<file path="config.mk">
export PLATFORM = sky130hd
export DESIGN_NAME = wb_arbiter
export DESIGN_NICKNAME = d
export VERILOG_FILES = /design/src/rtl/wb_arbiter.sv
export SDC_FILE = /design/constraint.sdc
export NUM_CORES = 1
export LEC_CHECK = 0
export ABC_AREA = 1
export CAP_MARGIN = 20
export CELL_PAD_IN_SITES_DETAIL_PLACEMENT = 1
export CELL_PAD_IN_SITES_GLOBAL_PLACEMENT = 1
export CORE_MARGIN = 4
export CORE_UTILIZATION = 30
export CTS_CLUSTER_DIAMETER = 80
export DETAILED_ROUTE_END_ITERATION = 10
export PLACE_DENSITY_LB_ADDON = 0.25
export SYNTH_ARGS = -nofsm -noshare
export SYNTH_HDL_FRONTEND = slang
export SYNTH_SLANG_ARGS = --single-unit
</file>
<file path="constraint.sdc">
create_clock -name clk -period 4.9 [get_ports clk]
set_input_delay 0.98 -clock clk [delete_from_list [all_inputs] [get_ports clk]]
set_output_delay 0.98 -clock clk [all_outputs]
set_load 0.005 [all_outputs]
</file>
<file path="src/rtl/wb_arbiter.sv">
// ---------------------------------------------------------------------------
// wb_arbiter
//
// Arbitrates between two writeback sources, the integer pipe (IP) and the
// load/store pipe (LS), and accepts at most one request per cycle.  The
// accepted request is registered and presented one cycle later on the
// register-file write port, the issue scoreboard clear port and the retire
// port.
//
// Handshake: a request is accepted in a cycle where its valid and ready are
// both 1.  Ready is combinational and is given only to the arbitration winner.
// Nothing is buffered here; a source whose request is not accepted must hold
// it stable until it sees ready.
//
// Arbitration order:
//   1. LS, if it has been starved for STARVE_LIMIT consecutive cycles
//   2. IP, if it carries a resolved branch (ip_wb_hipri)
//   3. round-robin pointer, when both are valid
//   4. the only valid source
//
// Ports:
//   clk, rst                 clock, synchronous active-low reset
//   ip_wb_*                  integer pipe request (dst/result/pc/wb_en/hipri/valid),
//                            ip_wb_ready back to the pipe
//   lp_wb_*                  load/store pipe request (dst/result/pc/wb_en/valid),
//                            lp_wb_ready back to the pipe
//   rf_wr_en/id/data         register file write port (registered)
//   wb_ix_clr/clr_dst        scoreboard clear to issue (registered)
//   wb_retire_pc/valid/count retire information (registered)
// ---------------------------------------------------------------------------
module wb_arbiter #(
    parameter int STARVE_LIMIT = 3
) (
    input  logic        clk,
    input  logic        rst,

    input  logic [4:0]  ip_wb_dst,
    input  logic [63:0] ip_wb_result,
    input  logic [63:0] ip_wb_pc,
    input  logic        ip_wb_wb_en,
    input  logic        ip_wb_hipri,
    input  logic        ip_wb_valid,
    output logic        ip_wb_ready,

    input  logic [4:0]  lp_wb_dst,
    input  logic [63:0] lp_wb_result,
    input  logic [63:0] lp_wb_pc,
    input  logic        lp_wb_wb_en,
    input  logic        lp_wb_valid,
    output logic        lp_wb_ready,

    output logic        rf_wr_en,
    output logic [4:0]  rf_wr_id,
    output logic [63:0] rf_wr_data,

    output logic        wb_ix_clr,
    output logic [4:0]  wb_ix_clr_dst,

    output logic [63:0] wb_retire_pc,
    output logic        wb_retire_valid,
    output logic [63:0] wb_retire_count
);

    // A zero limit would give a zero-width counter; keep at least one bit.
    localparam int CW = (STARVE_LIMIT > 0) ? $clog2(STARVE_LIMIT + 1) : 1;
    localparam logic [CW-1:0] STARVE_MAX = CW'(STARVE_LIMIT);

    typedef enum logic {
        SRC_IP = 1'b0,
        SRC_LS = 1'b1
    } src_e;

    src_e          rr_q, rr_d;
    logic [CW-1:0] starve_q, starve_d;

    logic          grant_ip;
    logic          grant_ls;
    logic          accept;
    logic          both_valid;

    logic [4:0]    sel_dst;
    logic [63:0]   sel_result;
    logic [63:0]   sel_pc;
    logic          sel_wb_en;

    logic          rf_wr_en_q;
    logic [4:0]    rf_wr_id_q;
    logic [63:0]   rf_wr_data_q;
    logic [63:0]   retire_pc_q;
    logic          retire_valid_q;
    logic [63:0]   retire_count_q;

    assign both_valid = ip_wb_valid && lp_wb_valid;

    // Winner selection; no grant at all while reset is asserted.
    always_comb begin
        grant_ip = 1'b0;
        grant_ls = 1'b0;
        if (rst) begin
            if (lp_wb_valid && (starve_q == STARVE_MAX)) begin
                grant_ls = 1'b1;
            end else if (ip_wb_valid && ip_wb_hipri) begin
                grant_ip = 1'b1;
            end else if (both_valid) begin
                if (rr_q == SRC_LS) begin
                    grant_ls = 1'b1;
                end else begin
                    grant_ip = 1'b1;
                end
            end else if (ip_wb_valid) begin
                grant_ip = 1'b1;
            end else if (lp_wb_valid) begin
                grant_ls = 1'b1;
            end
        end
    end

    assign ip_wb_ready = grant_ip;
    assign lp_wb_ready = grant_ls;
    assign accept      = grant_ip || grant_ls;

    // Round-robin pointer moves to the loser only when there was contention.
    // Starvation counter tracks consecutive LS losses while LS keeps asking.
    always_comb begin
        rr_d     = rr_q;
        starve_d = starve_q;
        if (both_valid && accept) begin
            rr_d = grant_ip ? SRC_LS : SRC_IP;
        end
        if (!lp_wb_valid || grant_ls) begin
            starve_d = '0;
        end else if (grant_ip && (starve_q != STARVE_MAX)) begin
            starve_d = starve_q + 1'b1;
        end
    end

    // Payload of the winning source.
    always_comb begin
        sel_dst    = ip_wb_dst;
        sel_result = ip_wb_result;
        sel_pc     = ip_wb_pc;
        sel_wb_en  = ip_wb_wb_en;
        if (grant_ls) begin
            sel_dst    = lp_wb_dst;
            sel_result = lp_wb_result;
            sel_pc     = lp_wb_pc;
            sel_wb_en  = lp_wb_wb_en;
        end
    end

    always_ff @(posedge clk) begin
        if (!rst) begin
            rr_q           <= SRC_IP;
            starve_q       <= '0;
            rf_wr_en_q     <= 1'b0;
            rf_wr_id_q     <= '0;
            rf_wr_data_q   <= '0;
            retire_pc_q    <= '0;
            retire_valid_q <= 1'b0;
            retire_count_q <= '0;
        end else begin
            rr_q           <= rr_d;
            starve_q       <= starve_d;
            // Writes to x0 retire but never touch the register file.
            rf_wr_en_q     <= accept && sel_wb_en && (sel_dst != 5'd0);
            retire_valid_q <= accept;
            if (accept) begin
                rf_wr_id_q     <= sel_dst;
                rf_wr_data_q   <= sel_result;
                retire_pc_q    <= sel_pc;
                retire_count_q <= retire_count_q + 64'd1;
            end
        end
    end

    assign rf_wr_en        = rf_wr_en_q;
    assign rf_wr_id        = rf_wr_id_q;
    assign rf_wr_data      = rf_wr_data_q;
    assign wb_ix_clr       = rf_wr_en_q;
    assign wb_ix_clr_dst   = rf_wr_id_q;
    assign wb_retire_pc    = retire_pc_q;
    assign wb_retire_valid = retire_valid_q;
    assign wb_retire_count = retire_count_q;

endmodule

</file>
==> summary.md <==
| Metric | Value |
|---|---|
| Final cell count without fillers | `~2.4k` |
| Number of vias per cell | `roughly 5` |
| Slew HR | `a little over a third` |
| Netlist Area Pre-Place | `around 0.01 sq mm` |
| Clk Tree Root Cell | `clkbuf_16` |
| Mean post-synth cell area | `6.72 sq um` |
| Initial antenna violation count | `9` |
| Seq/Total Area, Yosys | `40.3%` |
| Total of warnings raised by yosys | `0` |
| Tmin final | `3.55 ns` |
| Antenna Nets Post-Route | `0` |
| Worst Setup End Kind | `output port` |
| Largest net degree at the start of global routing | `around 120` |
| Total die area | `around 0.036 sq mm` |
| Crit. Startpoint | `ip_wb_valid` |
| Grt total ovfl | `0` |
| Cell family with most CP delay | `buffers and inverters` |
| Worst hold slack | `0.520 ns` |
| Clk sinks | `around 200` |
| CP arrival | `about 2.6 ns` |
| Total power | `around 4400 uW` |
| Top-area cell type share of the netlist area | `about two fifths` |
| Detailed Routing Iterations Pass 1 | `5` |
| Core ar. | `about 0.033 sq mm` |
| Final setup vio count | `0` |
| Worst flop-to-flop path startpoint | `starve_q[0]` |
| Post-Place Cells | `between 2k and 2.5k` |
| Clock Pin Slew Worst Setup and Hold Paths | `approximately 0.060 ns` |
| Number of flops mapped to enable cells by yosys | `0` |
| Max Clock Skew | `0.0100 ns` |
| Die height | `~190 um` |
| Critical path peak fanout | `8` |
| Clk buf depth | `3` |
| Site Rows | `66` |
| Final hold vios | `0` |
| FF+latch count, synth | `between 200 and 250` |
| Setup bufs post-CTS | `0` |
| Largest area contributor in the netlist | `dfxtp_1` |
| Worst endpoint required time | `between 3 and 4 ns` |
| Post-Route WL | `approximately 48,000 um` |
| CTS buffer count | `25` |
| Hold buffer count at cts | `0` |
| First-pass GRT wire length | `71,100 um` |
| RSZ-0062 raised after global routing | `false` |
| Number of buffers and inverters on the critical path | `3` |
| CP cell instances | `clkdlybuf4s50_1 > nand2_1 > nand2_1 > nand3_2 > inv_1 > clkdlybuf4s50_1` |
| Die width | `roughly 190 um` |
| Most common cell after layout, fill and taps aside | `clkdlybuf4s50_1` |
| Net count, final | `~2.2k` |
| Post-route cell area | `about 0.016 sq mm` |
| Drt drc | `0` |
| Max Clk Rate | `between 200 and 300 MHz` |
| Number of global-route vias before repair | `12.2k` |
| Slowest-stage cell, CP | `clkdlybuf4s50_1` |
| IR drop worst, VDD | `0.000235 V` |
| Syn_nets | `roughly 1.8k` |
| Per-cell routed wire length | `about 20 um` |
| Worst-Skew Late Latency | `roughly 0.52 ns` |
| Worst Path Class, Setup | `in -> out` |
| Critical hold path startpoint | `wb_retire_count[21]` |
| Layout area overhead | `56.7%` |
| Tightest Pin Transition | `roughly 0.96 ns` |
| IO Port Bufs | `479` |
| Area contributors post-synth | `dfxtp_1, nand2_1, a31oi_1, o21ai_0, nor2_1` |
| Crit path launch type | `primary input` |
| Hold Path Class | `reg -> reg` |
| Final HPWL from detailed placement | `about 36,000 um` |
| PwrDens | `between 200 and 300 mW/mm^2` |
| TNS Setup | `0 ns` |
| Final Slew Violations | `0` |
| Gr usage total | `about a quarter` |
| Leakage Power | `0.00594 uW` |
| Crit path largest cell delay | `0.55 ns` |
| Final Cycle Share | `72.4%` |
| Layout cells sized above 1 | `about 4%` |
| Status | `finished, final reports clean` |
| Starting Density | `30.6%` |
| Mapped Cells | `about 1.5k` |
| CTS H-tree depth | `1` |
| Async set-reset flop share out of synthesis | `0%` |
| Distinct cell type count after synthesis | `34` |
| Most frequent cells in the layout | `clkdlybuf4s50_1, nand2_1, dfxtp_1` |
| Iter 0 DRT Violations | `roughly 540` |
| CTS resizes | `0` |
| Via count | `roughly 12k` |
| CTS tree | `built` |
| Ys flop type | `dfxtp_1` |
| # IOs | `480` |
| Max Cap Viol | `0` |
| Gpl congestion | `0.897` |
| Placed Instance Area | `0.0149 sq mm` |
[worst register-to-register path, delay by kind of cell (launching register included)]
family,cells,cell delay [ns]
AO/OA/AOI/OAI,2,0.38
adder cells (fa/ha/maj),1,0.23
buffers and inverters,2,1.44
flip-flops,1,0.31
AND/OR/NAND/NOR,3,0.42
[logic make-up (layout without fill, tap and decap cells)]
group	after synthesis	after routing	synth area share, %
and+or+nand+nor	774	774	32.4
AOI/OAI and AO/OA	313	313	17.3
DFF	202	202	40.3
buffers and inverters	196	632	9.18
xor gates and xnor gates	7	7	0.611
adders and majority gates	2	2	0.249
other	0	3	0
[synthesized netlist by cell type, types with 2 or more instances]
master and number:
nand3_2 4, nor2_2 5, a31oi_1 128, nor2_4 4, inv_2 3, xor2_1 6, nand4_1 46, dfxtp_1 202
nor2_1 174, nand3_1 57, inv_1 98, buf_6 4, nor3b_1 2, nor3b_2 2, buf_4 28, nand2_2 2
buf_2 40, nand3b_1 2, a21oi_2 2, ha_1 2, a21oi_1 29, nand2_1 460, clkbuf_1 22, nor3_1 9
o21ai_0 133, o21ai_1 21, and2_1 2
[metrics by stage]
stage	worst slack [ns]	util, %
detailed placement	1.06	45.6
CTS	1.32	47.9
finish	1.35	48.0
global placement	1.18	45.6
global route	1.24	48.0
floorplan	2.33	-
[sequential cells by signal, indices dropped and copies added (netlist names)]
name             cells
rf_wr_id             5
rf_wr_en             1
wb_retire_valid      1
wb_retire_count     64
starve_q             2
rf_wr_data          64
rr_q                 1
wb_retire_pc        64
[routing by layer]
metal	routed length [um]	vias up	global-route usage [%]	share of wire, %
li1	-	5796	-	-
met1	17900	5604	27.4	38
met2	24200	358	44.9	51
met3	3140	98	6.61	6.6
met4	2250	12	11.0	4.7
met5	81	-	0	0.17
[worst paths after layout]
kind	endpoint	slack, ns	cells past startpoint
setup / recovery	ip_wb_ready	1.35	6
hold reg to reg	wb_retire_count[21]	0.52	2
setup reg to reg	wb_retire_pc[0]	2.04	8
hold / removal	wb_retire_count[21]	0.52	2
[where the power goes]
group	internal [uW]	switching, uW	leakage, uW
sequential	1750	59.1	0.00166
clock	1060	733	0.000393
combinational	466	371	0.00389
[layout make-up]
| type | count | area [sq um] |
|---|---|---|
| Fill cell | 4152 | 17100 |
| Multi-Input combinational cell | 1096 | 5070 |
| Timing Repair Buffer | 490 | 4890 |
| Sequential cell | 202 | 4040 |
| Clock buffer | 37 | 761 |
| Tap cell | 442 | 553 |
| Inverter | 101 | 382 |
| Clock inverter | 4 | 23.8 |
| Antenna cell | 3 | 7.51 |
No activity file was read; power rests on OpenSTA's default activity.
==> variant: new RTL, same settings <==
Set the parameter `STARVE_LIMIT` to 6 (it was 3).
--- a/src/rtl/wb_arbiter.sv
+++ b/src/rtl/wb_arbiter.sv
@@ -29,7 +29,7 @@
 //   wb_retire_pc/valid/count retire information (registered)
 // ---------------------------------------------------------------------------
 module wb_arbiter #(
-    parameter int STARVE_LIMIT = 3
+    parameter int STARVE_LIMIT = 6
 ) (
     input  logic        clk,
     input  logic        rst,
Behaviour: not the same (Yosys sat finds a counterexample within 4 cycles, from zero or initial values and one cycle with rst low).
==> variant against the original RTL <==
- routed wire length is 3.3% lower
- setup slack better by 150 ps
- utilization is 0.68 points higher
- clock skew is 5.4 ps higher
- total power is 7.9% higher
- first-iteration DRC count is 5.9% lower
- register-to-register slack better by 580 ps
- sequential cell count is 1 higher
- count of clock-buffer cells in the layout is 7 lower
- cell count is 2.4% higher
- synthesized area is 3.4% higher
- design area is 4.5% higher
- die area is 3.2% higher
- highest routed layer unchanged
==> variant: results (changes against the original RTL) <==
Outcome
  – Outcome: finished clean (unchanged)

Place
  – Final HPWL DP: 34,830 um (was 36,290 um)
  – Cell Count Post-Placement: 2,376 (was 2,331)
  – Gpl congestion: 0.8770 (was 0.8971)
  – Pre-CTS WS: 1498 ps (was 1061 ps)
  – Buffers on Ports: 479 (unchanged)

Clock network
  – Clock buffer depth: 3 (unchanged)
  – Reg clk slew, reported paths: 60 ps (about the same)
  – CTS Buf Count: 27 (was 25)
  – Clk_lat worst skew: 520 ps (about the same)
  – Clock root buffer master: clkbuf_16 (unchanged)
  – Setup Fix Bufs, Post-CTS: 0 (unchanged)
  – PostCTS Resize Cnt: 0 (unchanged)
  – H-tree levels: 1 (unchanged)

Global routing
  – Overall Global Routing Usage: 23.25% (was 24.91%)
  – Vias in the first global route: 12,390 (was 12,200)
  – First-pass GRT wire length: 71,040 um (was 71,070 um)
  – Initial antenna violation count: 10 (was 9)
  – Pin count of the biggest net entering global routing: 139 (was 117)

Worst hold path
  – Worst hold path cell count: 2 (unchanged)
  – Hold-critical path endpoint: starve_q[2] (was wb_retire_count[21])
  – Worst hold path startpoint: starve_q[2] (was wb_retire_count[21])
  – Hold WC Path Type: flip-flop to flip-flop (unchanged)

Worst setup path
  – FF-to-FF path depth: 10 (was 8)
  – FF-to-FF Start: starve_q[0] (unchanged)
  – R2R Setup Slk: 2620 ps (was 2040 ps)
  – Critical Path AT: 2420 ps (was 2570 ps)
  – Slowest stage delay, CP: 520 ps (was 550 ps)
  – R2R Path End: rf_wr_en (was wb_retire_pc[0])
  – Max Fanout on Critical Path: 4 (was 8)
  – Crit-path leading delay family: buffers and inverters (unchanged)
  – Slowest CP cell: clkdlybuf4s50_1 (unchanged)

Synthesis
  – Post-synthesis sequential area ratio: 39.18% (was 40.30%)
  – Synth warn: 0 (unchanged)
  – Synth Net Count: 1,806 (was 1,769)
  – Netlist cell types: 38 (was 34)
  – Commonest cells post-synth: nand2_1 (424), inv_1 (206), dfxtp_1 (203) (was nand2_1 (460), dfxtp_1 (202), nor2_1 (174))
  – Post-Syn Area per Cell: 6.779 um2 (was 6.716 um2)
  – Ranking of synthesized cells by area: dfxtp_1 (39%), nand2_1 (15%), o211ai_1 (9.6%) (was dfxtp_1 (40%), nand2_1 (17%), a31oi_1 (8.0%))
  – FFs w/ async S/R, synth: 0% (unchanged)

Finish
  – Layout cells sized above 1: 5.058% (was 3.938%)
  – NumNets Final: 2,233 (was 2,191)

Drt
  – Initial DRC count: 512 (was 544)
  – Via density: 4.891 (was 4.997)
  – Final WL: 46,040 um (was 47,600 um)
  – Total number of vias: 11,900 (was 11,870)
  – Initial DRT Pass Iterations: 5 (unchanged)

STA
  – Clock skew: 15.48 ps (was 10.04 ps)
  – Max-slew headroom: 34.61% (was 35.72%)

Power
  – Leakage: 0.007085 uW (was 0.005942 uW)
  – Peak VDD IR: 0.0002539 V (was 0.0002350 V)
-- variant: layer usage --
| metal | wire length [um] | GRT usage, % | share of wire [%] | vias to the layer above |
|---|---|---|---|---|
| met5 | 25 | 0 | 0.054 | - |
| met4 | 1600 | 8.047 | 3.5 | 4 |
| met3 | 3151 | 6.499 | 6.8 | 78 |
| met2 | 23320 | 41.95 | 51 | 324 |
| met1 | 17950 | 26.37 | 39 | 5683 |
| li1 | - | - | - | 5811 |
-- variant: stage by stage --
step	hold WS, ps	area (um2)
after global placement	463.8	15410
after global routing	523.5	16430
after detailed placement	482.7	15410
final	494.5	16430
after floorplan	450.7	10370
after CTS	494.2	16410
-- variant: cells by family (layout without fill, tap and decap cells) --
family | after synthesis | after routing | synth area share (%)
AOI/OAI and AO/OA | 209 | 209 | 13.43
adders and majority gates | 3 | 3 | 0.3620
DFF | 203 | 203 | 39.18
and+or+nand+nor | 809 | 809 | 34.62
xor gates and xnor gates | 5 | 5 | 0.4222
buffers and inverters | 301 | 748 | 11.98
other | 0 | 8 | 0
-- variant: layout make-up --
class | instances | area (um2)
Fill cell | 4215 | 17350
Multi-Input combinational cell | 1026 | 5072
Timing Repair Buffer | 488 | 4913
Sequential cell | 203 | 4064
Inverter | 211 | 802.0
Clock buffer | 30 | 716.9
Tap cell | 448 | 560.5
Clock inverter | 19 | 285.3
Antenna cell | 8 | 20.02
-- variant: where the power goes --
part	internal, uW	switching [uW]	leakage, uW
clock network	1420	813	0.000490
registers	1740	53.4	0.00167
logic	442	322	0.00493
-- variant: worst reg2reg max path: cells and delay by family, from the launching register on --
| kind | cells | cell delay [ps] |
|---|---|---|
| AOI/OAI and AO/OA | 2 | 490 |
| adders and majority gates | 1 | 220 |
| buffers and inverters | 2 | 520 |
| DFF | 1 | 360 |
| and+or+nand+nor | 5 | 610 |
-- variant: worst max-delay path by stage --
stage | end | slack, ps | from | cells after the start
6_report | ip_wb_ready | 1500 | ip_wb_valid | 5
5_1_grt | ip_wb_ready | 1400 | ip_wb_valid | 5
4_1_cts | ip_wb_ready | 1500 | ip_wb_valid | 5
3_5_place_dp | ip_wb_ready | 1500 | ip_wb_valid | 5
3_3_place_gp | ip_wb_ready | 1520 | ip_wb_valid | 5
2_1_floorplan | lp_wb_ready | 2370 | ip_wb_hipri | 6
